File: config.mk
export PLATFORM = sky130hd
export DESIGN_NAME = prog_instr_mem
export DESIGN_NICKNAME = d
export VERILOG_FILES = /design/src/rtl/prog_instr_mem.sv
export SDC_FILE = /design/constraint.sdc
export NUM_CORES = 2
export LEC_CHECK = 0
export ABC_AREA = 1
export CORE_MARGIN = 2
export CORE_UTILIZATION = 52
export CTS_CLUSTER_DIAMETER = 40
export DETAILED_ROUTE_END_ITERATION = 6
export PLACE_DENSITY = 0.68
export SLEW_MARGIN = 20
export SYNTH_ARGS = -nofsm -noshare
export SYNTH_HDL_FRONTEND = slang
export SYNTH_SLANG_ARGS = --single-unit
File: constraint.sdc
create_clock -name clk -period 9.7 [get_ports clk]
set_input_delay 2.425 -clock clk [delete_from_list [all_inputs] [get_ports clk]]
set_output_delay 2.425 -clock clk [all_outputs]
set_load 0.01 [all_outputs]
File: src/rtl/prog_instr_mem.sv
`default_nettype none
// ============================================================================
// Module   : prog_instr_mem
// Purpose  : Loadable instruction memory for the MIPS datapath. A program is
//            streamed in as big-endian bytes over a valid/ready loader port.
//            In RUN the fetch port returns the addressed word one cycle after
//            the request. Words beyond the loaded count read as 0 (nop).
//            Misaligned and out-of-range fetches are flagged.
// Ports    : clk, reset (async, active-high)
//            load_start / load_done       - loader control pulses
//            ld_byte, ld_valid, ld_ready  - program byte stream
//            fetch_req, fetch_addr        - fetch request (byte address)
//            instr, instr_valid,
//            misalign, out_of_range       - registered fetch response
//            busy                         - high while loading
// Revision : 1.0 - initial release
// ============================================================================
module prog_instr_mem #(
  parameter int unsigned DEPTH   = 64,
  parameter logic [31:0] PC_BASE = 32'h0000_0000
) (
  input  logic        clk,
  input  logic        reset,
  input  logic        load_start,
  input  logic        load_done,
  input  logic [7:0]  ld_byte,
  input  logic        ld_valid,
  output logic        ld_ready,
  input  logic        fetch_req,
  input  logic [31:0] fetch_addr,
  output logic [31:0] instr,
  output logic        instr_valid,
  output logic        misalign,
  output logic        out_of_range,
  output logic        busy
);

  // Write pointer must be able to hold DEPTH itself (the "full" value).
  localparam int unsigned c_WPW  = $clog2(DEPTH + 1);
  localparam int unsigned c_IDXW = (DEPTH > 1) ? $clog2(DEPTH) : 1;

  localparam logic [c_WPW-1:0] c_FULL = c_WPW'(DEPTH);
  localparam logic [c_WPW-1:0] c_ONE  = c_WPW'(1);

  localparam logic [1:0] c_EMPTY = 2'd0;
  localparam logic [1:0] c_LOAD  = 2'd1;
  localparam logic [1:0] c_RUN   = 2'd2;

  logic [1:0]       r_state;
  logic [c_WPW-1:0] r_wptr;
  logic [c_WPW-1:0] r_loaded;
  logic [1:0]       r_bcnt;
  logic [23:0]      r_asm;

  logic [31:0]      r_mem [0:DEPTH-1];

  logic [31:0]      r_instr;
  logic             r_instr_valid;
  logic             r_misalign;
  logic             r_out_of_range;

  logic             w_accept;
  logic             w_word_done;
  logic             w_we;
  logic [31:0]      w_idx32;
  logic [c_IDXW-1:0] w_idx;
  logic             w_mis;
  logic             w_oor;
  logic             w_hit;
  logic             w_fetch;
  logic [31:0]      w_rdata;

  // --------------------------------------------------------------------------
  // Loader handshake
  // --------------------------------------------------------------------------
  assign ld_ready    = (r_state == c_LOAD) && (r_wptr < c_FULL);
  assign busy        = (r_state == c_LOAD);
  assign w_accept    = ld_valid && ld_ready;
  assign w_word_done = w_accept && (r_bcnt == 2'd3);
  // A simultaneous load_start restarts the load, so the completing word is
  // not committed.
  assign w_we        = w_word_done && !load_start;

  // --------------------------------------------------------------------------
  // Fetch address decode
  // --------------------------------------------------------------------------
  // Subtraction wraps for addresses below PC_BASE; that case is caught by the
  // explicit below-base compare rather than by the index range check.
  assign w_idx32 = (fetch_addr - PC_BASE) >> 2;
  assign w_idx   = w_idx32[c_IDXW-1:0];
  assign w_mis   = (fetch_addr[1:0] != 2'b00);
  assign w_oor   = (fetch_addr < PC_BASE) || (w_idx32 >= 32'(DEPTH));
  assign w_hit   = !w_mis && !w_oor && (w_idx32 < 32'(r_loaded));
  assign w_fetch = fetch_req && (r_state == c_RUN);
  assign w_rdata = r_mem[w_idx];

  // --------------------------------------------------------------------------
  // Control state, pointers and byte assembly
  // --------------------------------------------------------------------------
  always_ff @(posedge clk or posedge reset) begin
    if (reset) begin
      r_state  <= c_EMPTY;
      r_wptr   <= '0;
      r_loaded <= '0;
      r_bcnt   <= 2'd0;
      r_asm    <= 24'd0;
    end else if (load_start) begin
      r_state  <= c_LOAD;
      r_wptr   <= '0;
      r_loaded <= '0;
      r_bcnt   <= 2'd0;
    end else if (r_state == c_LOAD) begin
      if (w_accept) begin
        if (r_bcnt == 2'd3) begin
          r_wptr <= r_wptr + c_ONE;
          r_bcnt <= 2'd0;
        end else begin
          r_asm  <= {r_asm[15:0], ld_byte};
          r_bcnt <= r_bcnt + 2'd1;
        end
      end
      if (load_done) begin
        r_state  <= c_RUN;
        // A word completed on this same edge still counts as loaded; any
        // partial word is dropped.
        r_loaded <= w_word_done ? (r_wptr + c_ONE) : r_wptr;
        r_bcnt   <= 2'd0;
      end
    end
  end

  // --------------------------------------------------------------------------
  // Storage: not reset, reads are gated by r_loaded
  // --------------------------------------------------------------------------
  always_ff @(posedge clk) begin
    if (w_we) begin
      r_mem[r_wptr[c_IDXW-1:0]] <= {r_asm, ld_byte};
    end
  end

  // --------------------------------------------------------------------------
  // Registered fetch response
  // --------------------------------------------------------------------------
  always_ff @(posedge clk or posedge reset) begin
    if (reset) begin
      r_instr        <= 32'd0;
      r_instr_valid  <= 1'b0;
      r_misalign     <= 1'b0;
      r_out_of_range <= 1'b0;
    end else if (w_fetch) begin
      r_instr        <= w_hit ? w_rdata : 32'd0;
      r_instr_valid  <= 1'b1;
      r_misalign     <= w_mis;
      r_out_of_range <= w_oor;
    end else begin
      r_instr        <= 32'd0;
      r_instr_valid  <= 1'b0;
      r_misalign     <= 1'b0;
      r_out_of_range <= 1'b0;
    end
  end

  assign instr        = r_instr;
  assign instr_valid  = r_instr_valid;
  assign misalign     = r_misalign;
  assign out_of_range = r_out_of_range;

endmodule
`default_nettype wire
### Word-level counts from Yosys, hierarchy flattened

Memory sizes are Yosys's and may differ from the RTL's.
Cells that the tools add are included.

* flip-flop bits (word level): 77
* RAM bits: 2048
* output and inout port bits: 37
* logic and storage cells: 65
* memories kept: 1

* $add $sub $neg: 2
* order comparisons: 4
* equal/unequal tests: 3
* multiplexer cells: 23
* bitwise operators: 2
* reduce and logical (&&, ||, !) cells: 21

Memories
* r_mem: depth 64, bits a word 32, read ports 1, clocked after memory_dff 0, write ports 1, RTL line 55 `logic [31:0] r_mem [0:DEPTH-1];`

Operators by type and width (count)
* $mux W32: 2
* $mux W7: 8
* $lt A32 B1 Y1 const B: 1
* $ge A30 B7 Y1 const B: 1
* $lt A30 B7 Y1: 1
* $mux W2: 8
* $reduce_bool A2 Y1: 5
* $add A7 B1 Y7 const B: 1
* $logic_and A1 B1 Y1: 7
* $lt A7 B7 Y1 const B: 1
* $mux W1: 5
* $eq A2 B2 Y1 const B: 2
* $reduce_and A2 Y1: 2
* $reduce_and A4 Y1: 1
* $logic_not A1 Y1: 3
* $reduce_and A3 Y1: 1
* $reduce_bool A3 Y1: 1
* $add A2 B1 Y2 const B: 1
* $eq A2 B1 Y1 const B: 1
* $not A1 Y1: 2
* $logic_or A1 B1 Y1: 1

### Logic depth before layout (Yosys ltp)

* depth in word-level cells: 8
* mapped depth: 14

### Worst setup path after synthesis

Ideal clock, no wire load.

* path type: input to register
* start point: in ld_valid
* end point: mem r_mem[63][0] (enable)
* setup time: 0.461 ns
* data arrival time: 5.016 ns
* path slack: 4.223 ns
* stages: 4
* cells stage by stage: nand2_1 -> nor2_2 -> nand2_2 -> nor3_1

* cells in the longest elaborated chain, start to end: 5

RTL lines
* from (decl): RTL line 27 `input logic ld_valid,`
* $logic_and A1 B1 Y1: RTL line 78 `assign w_accept = ld_valid && ld_ready;`
* $logic_and A1 B1 Y1: RTL line 79 `assign w_word_done = w_accept && (r_bcnt == 2'd3);`
* $logic_and A1 B1 Y1: RTL line 82 `assign w_we = w_word_done && !load_start;`
* $mux W1: RTL line 136 `if (w_we) begin`
* $mux W1 (not written as such): RTL line 137 `r_mem[r_wptr[c_IDXW-1:0]] <= {r_asm, ld_byte};`
* to (decl): RTL line 55

No other way between the ends.

### Final worst setup path

* start point: in fetch_addr[2]
* end point: reg r_instr[12] (netlist: instr[12])

* cells in the longest elaborated chain, start to end: 7
* elaborated cells on any way between the ends: 10

RTL lines
* from (decl): RTL line 30 `input logic [31:0] fetch_addr,`
* $lt A32 B1 Y1 / $ge A30 B7 Y1 (equally long branches): RTL line 92 `assign w_oor = (fetch_addr < PC_BASE) || (w_idx32 >= 32'(DEPTH));`
* $logic_or A1 B1 Y1: RTL line 92
* $logic_not A1 Y1: RTL line 93 `assign w_hit = !w_mis && !w_oor && (w_idx32 < 32'(r_loaded));`
* $logic_and A1 B1 Y1 (2 in series): RTL line 93
* $mux W32 (*): RTL line 151 `r_instr <= w_hit ? w_rdata : 32'd0;`
* $mux W32 (*): RTL line 150 `end else if (w_fetch) begin`
* to (signal assigned): RTL line 151
* to (decl): RTL line 57 `logic [31:0] r_instr;`

Mark *: on every way between the ends. The rest lies on a longest branch, timed or not.
A chain may end at the register's enable or synchronous reset.

==> summary.txt <==
Status
  • Status: completed

Clocking
  • Total CTS buffers: 287
  • Hold bufs inserted after CTS: 0
  • Clk sinks: 2125
  • Clk root buf: clkbuf_16
  • Clock latency on the worst-skew pair: 0.91 ns
  • Clock Pin Slew Worst Setup and Hold Paths: 0.06 ns
  • CTS resizes: 0
  • Post-CTS Setup Bufs: 0
  • CTS tree: yes
  • H-tree lvl count: 5
  • CTS max path bufs: 4

Timing
  • Final setup violating endpoints: 0
  • Tmin final: 5.46 ns
  • Hold Fails Final Rpt: 0
  • Layout Skew: 0.0558 ns
  • Period utilization: 0.563
  • RSZ-0062 raised after global routing: no
  • Fmax: 183 MHz
  • Max Slew Vio Count: 0
  • Worst-margin pin slew: 1.13 ns
  • TNS Setup: 0 ns
  • Rel. slew slack: 0.248

Placed design
  • Placed standard-cell area: 89200 um^2
  • Dpl hpwl: 123000 um
  • IO buf count: 82
  • Routability cong.: 0.913

Critical path
  • Reg2reg end: r_mem[57][24]$_DFFE_PP_
  • Req. time, crit path: 10.46 ns
  • Startpoint types: primary input
  • Crit path max fanout: 165
  • Crit-path cells: buf_8, inv_8, buf_12, buf_4, nand2_1, nand3_1, nand2_1, nand2_1, nand3_1, nand3_1, nand2_1, nor2_1, nor2_1
  • Slowest cell on crit path: buf_4
  • Crit end category: register
  • Crit path largest cell delay: 0.99 ns
  • CP startpoint: fetch_addr[2]
  • Data arrival, critical path: 6.22 ns
  • R2R Setup Slk: 5.82 ns
  • Worst r2r src: r_state[1]$_DFFE_PP0P_
  • Worst setup endpoint: instr[12]$_DFF_PP0_
  • Crit path kind: in2reg
  • R2R cell count: 10
  • CP most frequent cell: nand2_1

Finish
  • Final #Nets: 7427
  • Fin area: 98500 um^2
  • Share of layout cells above drive strength 1: 0.0991
  • Area Growth Syn to Fin: 14.3%

Route
  • Via count: 58.2k
  • DR iter-0 viols: 8611
  • Routed WL: 249000 um
  • Post-route ant nets: 0
  • Vias per inst: 5.95
  • DR pass1 iterations: 6
  • Routed len/inst: 25.5 um
  • DRC viols: 0

Synthesis
  • Top cell type's share of synthesized area: 0.714
  • Area contributors post-synth: edfxtp_1 71%, nand3_1 11%, nand2_1 9.9%
  • Library cells used by synthesis: 32
  • Mapped Cells: 7316
  • Syn Area/Cell: 11.8 um^2
  • Register bit total from synthesis: 2125
  • Post-synth top area cell: edfxtp_1
  • Synthesized area: 86100 um^2
  • Syn Nets: 7370
  • Synth warnings: 0
  • Post-synthesis sequential area ratio: 0.736

Power
  • Total power per unit cell area: 234 nW/um^2
  • Worst VDD drop: 0.210 mV
  • Pleak: 0.0359 uW

Global route
  • Initial antenna violation count: 8
  • Largest net degree at the start of global routing: 215
  • Vias in the first global route: 55.9k
  • Overall routing resource usage: 0.293
  • GRT Residual Overflow: 0
  • First-pass GRT wire length: 362000 um

Die
  • Starting density of the core: 0.523
  • Die Ht: 411 um
  • Die area: 169000 um^2
  • Die Span X: 411 um
  • I/O Pins: 83
  • Placeable Area: 165000 um^2
  • Std-Cell Rows: 149

Run
  • Max Cap Viol: 0

Worst hold path
  • Worst Hold Class: reg2reg
state kept, by name, indices dropped and copies added, names as in the netlist:
signal and count:
instr 32, instr_valid 1, misalign 1, out_of_range 1, r_asm 24, r_bcnt 2
r_loaded 7, r_mem 2048, r_state 2, r_wptr 7
power by group:
part / internal (uW) / leakage, uW / total (uW) / switching [uW]
Sequential: 10900 / 0.0194 / 11200 / 282
Combinational: 312 / 0.0121 / 1730 / 1420
Clock: 6250 / 0.00446 / 10200 / 3920
worst max-delay path: cells and delay by family:
kind,cells,cell delay (ns)
AND/OR/NAND/NOR,9,1.17
buffers and inverters,4,2.44
kinds of logic after synthesis:
kind of cell / share of synthesized area
flip-flops: 0.736
buffers and inverters: 0.0375
XOR/XNOR: 0.000203
multiplexers: 0.00105
AND/OR/NAND/NOR: 0.219
adder cells (fa/ha/maj): 0.00116
AO/OA/AOI/OAI: 0.00456
layer usage:
| metal | vias up | GRT usage | part of all wire |
|---|---|---|---|
| li1 | 25677 | - | - |
| met1 | 28313 | 0.393 | 0.38 |
| met2 | 3539 | 0.450 | 0.45 |
| met3 | 635 | 0.0794 | 0.13 |
| met4 | 8 | 0.131 | 0.045 |
| met5 | - | 0 | 0.00020 |
per-stage QoR:
| stage | hold WS, ns | util | std cells | setup slack (ns) | total power (uW) |
|---|---|---|---|---|---|
| finish | 0.497 | 0.597 | 9775 | 4.24 | 23100 |
| global placement | 0.471 | 0.541 | 9273 | 3.49 | 13000 |
| global route | 0.529 | 0.597 | 9771 | 4.07 | 23600 |
| detailed placement | 0.475 | 0.542 | 9273 | 3.49 | 13000 |
| CTS | 0.490 | 0.597 | 9770 | 4.39 | 23100 |
| floorplan | 0.449 | - | 7316 | 4.22 | 12100 |
Yosys cell counts (all sizes together):
cell type  count
o211ai         3
edfxtp      2048
o22ai          3
ha             8
nand3       1840
nor3b          1
o21a           3
a21boi         2
nor3           4
inv          278
nand4          2
o21ai         48
xor2           2
nand2       2266
a41oi          1
nor2         195
dfrtp         77
a21oi         13
or2           57
mux2           8
buf          329
clkbuf       128
worst min-delay path by stage:
stage,start,end,slack [ns],depth (start not counted)
after floorplan,r_loaded[0]$_DFFE_PP0P_,r_loaded[0]$_DFFE_PP0P_,0.45,2
after global placement,r_loaded[0]$_DFFE_PP0P_,r_loaded[0]$_DFFE_PP0P_,0.47,2
after detailed placement,r_loaded[0]$_DFFE_PP0P_,r_loaded[0]$_DFFE_PP0P_,0.48,2
after CTS,r_loaded[0]$_DFFE_PP0P_,r_loaded[0]$_DFFE_PP0P_,0.49,2
after global routing,r_loaded[0]$_DFFE_PP0P_,r_loaded[0]$_DFFE_PP0P_,0.53,2
final,r_loaded[0]$_DFFE_PP0P_,r_loaded[0]$_DFFE_PP0P_,0.50,2
cells in the final DEF, fill, tap and decap left out, types with 3 or more instances in the layout:
cell,instances
buf_8,3
clkbuf_8,10
buf_12,11
clkdlybuf4s50_1,68
dfrtp_2,22
clkbuf_1,32
or2_2,57
clkinvlp_4,18
inv_8,7
buf_4,133
a21oi_1,13
mux2_2,8
o21a_1,3
buf_2,9
diode_2,5
o21ai_0,45
inv_6,33
clkinv_4,20
clkinv_2,23
inv_1,273
nor2_4,64
nor2_1,126
ha_1,8
bufinv_16,24
dfrtp_1,53
clkinv_1,41
o211ai_1,3
nor2_2,5
nand3_1,1836
o22ai_1,3
clkbuf_16,292
nand2_1,2265
edfxtp_1,2048
o21ai_1,3
nand3_2,4
area by class of cell:
type	instances	area (um^2)
repair buffers	225	2000
flip-flops and latches	2125	63500
inverters	278	1070
clock buffers	334	7560
multi-input cells	4456	20000
diodes	5	12.5
fillers	12641	66300
well taps	2189	2740
clock inverters	163	1640
(Power assumes the default switching activity.)
